--- src/rtl/reg_dump_reader_pkg.sv ---
// Shared types and sizing for the integer register-file dump reader.
package reg_dump_reader_pkg;

  localparam int REG_NUM    = 32;
  localparam int REG_ADDR_W = 5;
  localparam int REG_DATA_W = 64;

  typedef enum logic [1:0] {
    IDLE,
    READ,
    SEND,
    DONE
  } reg_dump_state_t;

  typedef struct packed {
    logic [REG_ADDR_W-1:0] idx;
    logic [REG_DATA_W-1:0] data;
  } reg_dump_beat_t;

endpackage

--- src/rtl/reg_dump_reader_if.sv ---
// Beat channel from the dump reader to the difftest/trace consumer.
interface reg_dump_reader_if;
  import reg_dump_reader_pkg::*;

  // A beat transfers on a clock edge where out_valid && out_ready. Once raised,
  // out_valid stays high and out_idx/out_data stay stable until that transfer.
  logic                  out_valid;
  logic                  out_ready;
  logic [REG_ADDR_W-1:0] out_idx;
  logic [REG_DATA_W-1:0] out_data;

  modport master (output out_valid, output out_idx, output out_data, input out_ready);
  modport slave  (input out_valid, input out_idx, input out_data, output out_ready);

endinterface

--- src/rtl/reg_dump_reader.sv ---
// Walks x0..x31 through one combinational regfile read port and streams (idx, value) beats.
// Optional macro REG_DUMP_SKIP_ZERO_EN: zero-valued registers (and x0) emit no beat.
module reg_dump_reader
  import reg_dump_reader_pkg::*;
(
  input  logic                  clk,
  input  logic                  rst_n,
  input  logic                  start,
  input  logic                  abort,
  output logic                  busy,
  output logic                  done,
  output logic [REG_ADDR_W-1:0] rd_addr,
  input  logic [REG_DATA_W-1:0] rd_data,
  reg_dump_reader_if.master     out_if,
  output reg_dump_state_t       dbg_state
);

  localparam logic [REG_ADDR_W-1:0] LAST_IDX = REG_ADDR_W'(REG_NUM - 1);

  reg_dump_state_t       r_state;
  logic [REG_ADDR_W-1:0] r_idx;
  reg_dump_beat_t        r_beat;
  logic                  r_valid;
  logic                  r_busy;
  logic                  r_done;

  logic w_last;
  logic w_skip;

  assign w_last = (r_idx == LAST_IDX);

`ifdef REG_DUMP_SKIP_ZERO_EN
  assign w_skip = (rd_data == '0) || (r_idx == '0);
`else
  assign w_skip = 1'b0;
`endif

  always_ff @(posedge clk or negedge rst_n) begin
    if (!rst_n) begin
      r_state <= IDLE;
      r_idx   <= '0;
      r_beat  <= '0;
      r_valid <= 1'b0;
      r_busy  <= 1'b0;
      r_done  <= 1'b0;
    end else begin
      r_done <= 1'b0;
      if (abort) begin
        r_state <= IDLE;
        r_idx   <= '0;
        r_valid <= 1'b0;
        r_busy  <= 1'b0;
      end else begin
        case (r_state)
          IDLE: begin
            if (start) begin
              r_state <= READ;
              r_idx   <= '0;
              r_busy  <= 1'b1;
            end
          end
          READ: begin
            // Snapshot taken here: the value present during this READ cycle is what streams out.
            if (w_skip) begin
              if (w_last) begin
                r_state <= DONE;
                r_done  <= 1'b1;
              end else begin
                r_idx <= r_idx + 1'b1;
              end
            end else begin
              r_beat.idx  <= r_idx;
              r_beat.data <= rd_data;
              r_valid     <= 1'b1;
              r_state     <= SEND;
            end
          end
          SEND: begin
            if (out_if.out_ready) begin
              r_valid <= 1'b0;
              if (w_last) begin
                r_state <= DONE;
                r_done  <= 1'b1;
              end else begin
                r_idx   <= r_idx + 1'b1;
                r_state <= READ;
              end
            end
          end
          DONE: begin
            r_state <= IDLE;
            r_busy  <= 1'b0;
          end
          default: begin
            r_state <= IDLE;
            r_busy  <= 1'b0;
            r_valid <= 1'b0;
          end
        endcase
      end
    end
  end

  assign rd_addr         = r_idx;
  assign busy            = r_busy;
  assign done            = r_done;
  assign out_if.out_valid = r_valid;
  assign out_if.out_idx  = r_beat.idx;
  assign out_if.out_data = r_beat.data;
  assign dbg_state       = r_state;

endmodule

--- src/flat_wrapper.sv ---
// flat-port wrapper written by rule: the top's interface ports become plain ports
module reg_dump_reader_flat import reg_dump_reader_pkg::*;
  (clk, rst_n, start, abort, busy, done, rd_addr, rd_data, dbg_state, out_if_out_valid, out_if_out_idx, out_if_out_data, out_if_out_ready);
  reg_dump_reader_if out_if_i ();
  input  logic clk;
  input  logic rst_n;
  input  logic start;
  input  logic abort;
  output logic busy;
  output logic done;
  output logic [REG_ADDR_W-1:0] rd_addr;
  input  logic [REG_DATA_W-1:0] rd_data;
  output reg_dump_state_t dbg_state;
  output wire logic [$bits(out_if_i.out_valid)-1:0] out_if_out_valid;
  output wire logic [$bits(out_if_i.out_idx)-1:0] out_if_out_idx;
  output wire logic [$bits(out_if_i.out_data)-1:0] out_if_out_data;
  input wire logic [$bits(out_if_i.out_ready)-1:0] out_if_out_ready;
  assign out_if_out_valid = out_if_i.out_valid;
  assign out_if_out_idx = out_if_i.out_idx;
  assign out_if_out_data = out_if_i.out_data;
  assign out_if_i.out_ready = out_if_out_ready;
  reg_dump_reader u_core (.clk(clk), .rst_n(rst_n), .start(start), .abort(abort), .busy(busy), .done(done), .rd_addr(rd_addr), .rd_data(rd_data), .out_if(out_if_i), .dbg_state(dbg_state));
endmodule
--- config.mk ---
export PLATFORM = sky130hd
export DESIGN_NAME = reg_dump_reader_flat
export DESIGN_NICKNAME = d
export VERILOG_FILES = /design/src/rtl/reg_dump_reader_pkg.sv /design/src/rtl/reg_dump_reader_if.sv /design/src/rtl/reg_dump_reader.sv /design/src/flat_wrapper.sv
export SDC_FILE = /design/constraint.sdc
export NUM_CORES = 1
export LEC_CHECK = 0
export CAP_MARGIN = 20
export CORE_AREA = 2 2 73 128
export DETAILED_ROUTE_END_ITERATION = 8
export DIE_AREA = 0 0 75 130
export GPL_ROUTABILITY_DRIVEN = 0
export PLACE_DENSITY = 0.75
export REMOVE_ABC_BUFFERS = 1
export SYNTH_ARGS = -nofsm -noshare
export SYNTH_HDL_FRONTEND = slang
export SYNTH_SLANG_ARGS = --single-unit
--- constraint.sdc ---
create_clock -name clk -period 1.79 [get_ports clk]
set_input_delay 0.358 -clock clk [delete_from_list [all_inputs] [get_ports clk]]
set_output_delay 0.358 -clock clk [all_outputs]
set_load 0.05 [all_outputs]
==> results_dict.tcl <==
set metrics [dict create \
    antenna_found_initial 0 \
    clkTransAtPathRegs_ns 0.06 \
    finalNonFillerCells 483 \
    synth_edf_count 0 \
    worstRegToRegCells 6 \
    syn_area_um2 3160 \
    drc 0 \
    cp.depth 6 \
    clock-sinks 79 \
    final_util_pct 56.2 \
    core_area_um2 8810 \
    fmax_ghz 0.583 \
    ys_seq_elements 79 \
    start_util_pct 35.8 \
    setup_violations 0 \
    min_period_ns 1.72 \
    yosys.cell_types.count 31 \
    yosysTopAreaCell "dfrtp_1" \
    portBuffers 147 \
    synth_top_area_share_pct 62.6 \
    cellLeakagePower_nw 2.26 \
    grt_pass1_vias 2309 \
    synth_area_per_cell_um2 16.2 \
    startpoint "u_core.rd_addr[1]" \
    setup_tns_ns 0 \
    r2r_slack_ns 0.07 \
    post-place-ws_ns -0.0240 \
    rows 46 \
    crit_slowest_cell "dfrtp_1" \
    max_cap_violations 0 \
    area.growth.synth_to_final_pct 56.7 \
    path_class "flip-flop to flip-flop" \
    path_delay_family "simple AND/OR/NAND/NOR gates" \
    slew_headroom_pct 75.2 \
    synth_warnings 0 \
    grtUsageTotal_pct 16.7 \
    clk_latency_ns 0.33 \
    rr_endpoint "u_core.rd_addr[0]" \
    cp_max_fo 5 \
    yosysSeqAreaShare_pct 62.6 \
    die_h_um 130 \
    slew_viol_final 0 \
    worst_ep_arrival_time_ns 1.94 \
    firstDrtPassIters 4 \
    ant_nets 0 \
    drive_gt1_share_pct 51.2 \
    power.density_nw_per_um2 1460 \
    min_period_over_period_pct 95.9 \
    post-place-cells 465 \
    path_cells "ha_2 -> and3_1 -> ha_2 -> and3b_2 -> o31ai_4 -> mux2_2" \
    r2r_start "u_core.rd_addr[1]" \
    grt_pass1_wl_um 11700 \
    crit_buf_inv 0 \
    synth_top_flop_cell "dfrtp_1" \
    cpMostUsedCell "ha_2" \
    cts_buffer_depth 2 \
    n_antenna_cell 0 \
    cpPeakStageDelay_ns 0.39 \
    critPathCapture "u_core.rd_addr[0]" \
    layout.nets 429 \
    dpl.hpwl_um 5920 \
    io_pins 148 \
    drtIter0Drc 55 \
    via_count 2240 \
    cts_root_buf "clkbuf_16" \
    worst_slew_pin_slew_ns 0.372 \
    grt_max_degree 39 \
    cts_buffers 9 \
    required_ns 2.01 \
    grt.overflow.total 0 \
    ys_async_sr_fraction_pct 100 \
    avgViaCountPerCell 4.64 \
    setup_ws_ns 0.0733 \
    clock_skew_ns 0.00514 \
    hold_viol_final 0 \
    dieWidth_um 75 \
    vdd_drop_max_v 0.000716 \
    netlist_top_cells_count "dfrtp_1 (79), mux2_2 (60), mux2_4 (10)" \
    netlist_instances 195 \
    hold_path.class "input pin to asynchronous set/reset pin" \
    status "complete, no violations" \
    netlist_top_cells_area "dfrtp_1 (63%), mux2_2 (21%), mux2_4 (4.8%)" \
    htree_levels 3 \
    crit_path_start_kind "flip-flop" \
    cp-end-kind "flip-flop" \
    drt-total-wl_um 7910 \
    die_area_um2 9750 \
    routedWlPerCell_um 16.4 \
    totalPowerFinal_mw 7.22 \
    tritoncts "built" \
    synth_most_common_cell "dfrtp_1" \
]
## through the flow
stage | cell area (um2) | hold WS (ns)
finish | 4950 | 0.481
global route | 4950 | 0.521
CTS | 4920 | 0.486
detailed placement | 4640 | 0.307
global placement | 4640 | 0.296
floorplan | 3070 | 0.0624
## registers in the layout (all words and copies together) (netlist names)
name	flops
u_core.out_if.out_data	64
u_core.out_if.out_valid	1
u_core.busy	1
u_core.rd_addr	5
u_core.done	1
u_core.dbg_state	2
u_core.out_if.out_idx	5
## per-layer routing
metal	GRT usage, %	up-vias	part of all wire (%)	routed length (um)
met5	0	-	0	0
met3	4.02	22	3.9	307
met4	11.0	0	4.3	340
met1	17.4	1125	34	2690
li1	-	1022	-	-
met2	28.7	71	58	4570
## worst min path at each step
stage                                    start                          to  slack, ns
floorplan                                rst_n                 u_core.busy       0.06
global placement                         rst_n  u_core.out_if.out_data[14]       0.30
finish                                   rst_n   u_core.out_if.out_data[2]       0.48
CTS                                      rst_n  u_core.out_if.out_data[14]       0.49
detailed placement                       rst_n  u_core.out_if.out_data[14]       0.31
global route        u_core.out_if.out_data[48]  u_core.out_if.out_data[48]       0.52
## repair_timing
| action | 4_1_cts | 5_1_grt |
|---|---|---|
| resized for setup | 0 | 4 |
| setup buffers | 0 | 1 |
| hold buffers | 1 | 0 |
| endpoints found under the setup margin | 0 | 4 |
| hold endpoints to repair | 26 | 0 |
## power breakdown
group | leakage [nW] | switching (mW) | internal [mW]
registers | 0.961 | 0.222 | 2.22
clock network | 0.138 | 0.706 | 0.968
logic | 1.16 | 2.02 | 1.09
total | 2.26 | 2.95 | 4.28
## cell type report
| cell class | instances | area (um2) |
|---|---|---|
| Clock inverter | 6 | 36.3 |
| Tap cell | 120 | 150 |
| Sequential cell | 79 | 1980 |
| Inverter | 3 | 11.3 |
| Multi-Input combinational cell | 104 | 1090 |
| Clock buffer | 10 | 239 |
| Fill cell | 774 | 3860 |
| Timing Repair Buffer | 161 | 1440 |
## logic make-up after synthesis
logic type | synth area share (%)
AOI/OAI and AO/OA | 3.45
and+or+nand+nor | 3.73
buffers and inverters | 3.25
muxes | 26.2
adders and majority gates | 0.793
DFF | 62.6
## placed cells by master (no fill, tap or decap), types with 2 or more instances in the layout
master and instances:
dfrtp_1 79, a211o_1 2, mux2_4 10, buf_12 5, buf_4 88, mux2_2 60, clkbuf_16 9, clkdlybuf4s50_1 67
a22o_1 2, inv_1 3, clkinv_2 4, ha_2 2, nand2_1 4, a21oi_1 3, and3_1 2, nor2_1 3
No activity file was read; power rests on OpenSTA's default activity.
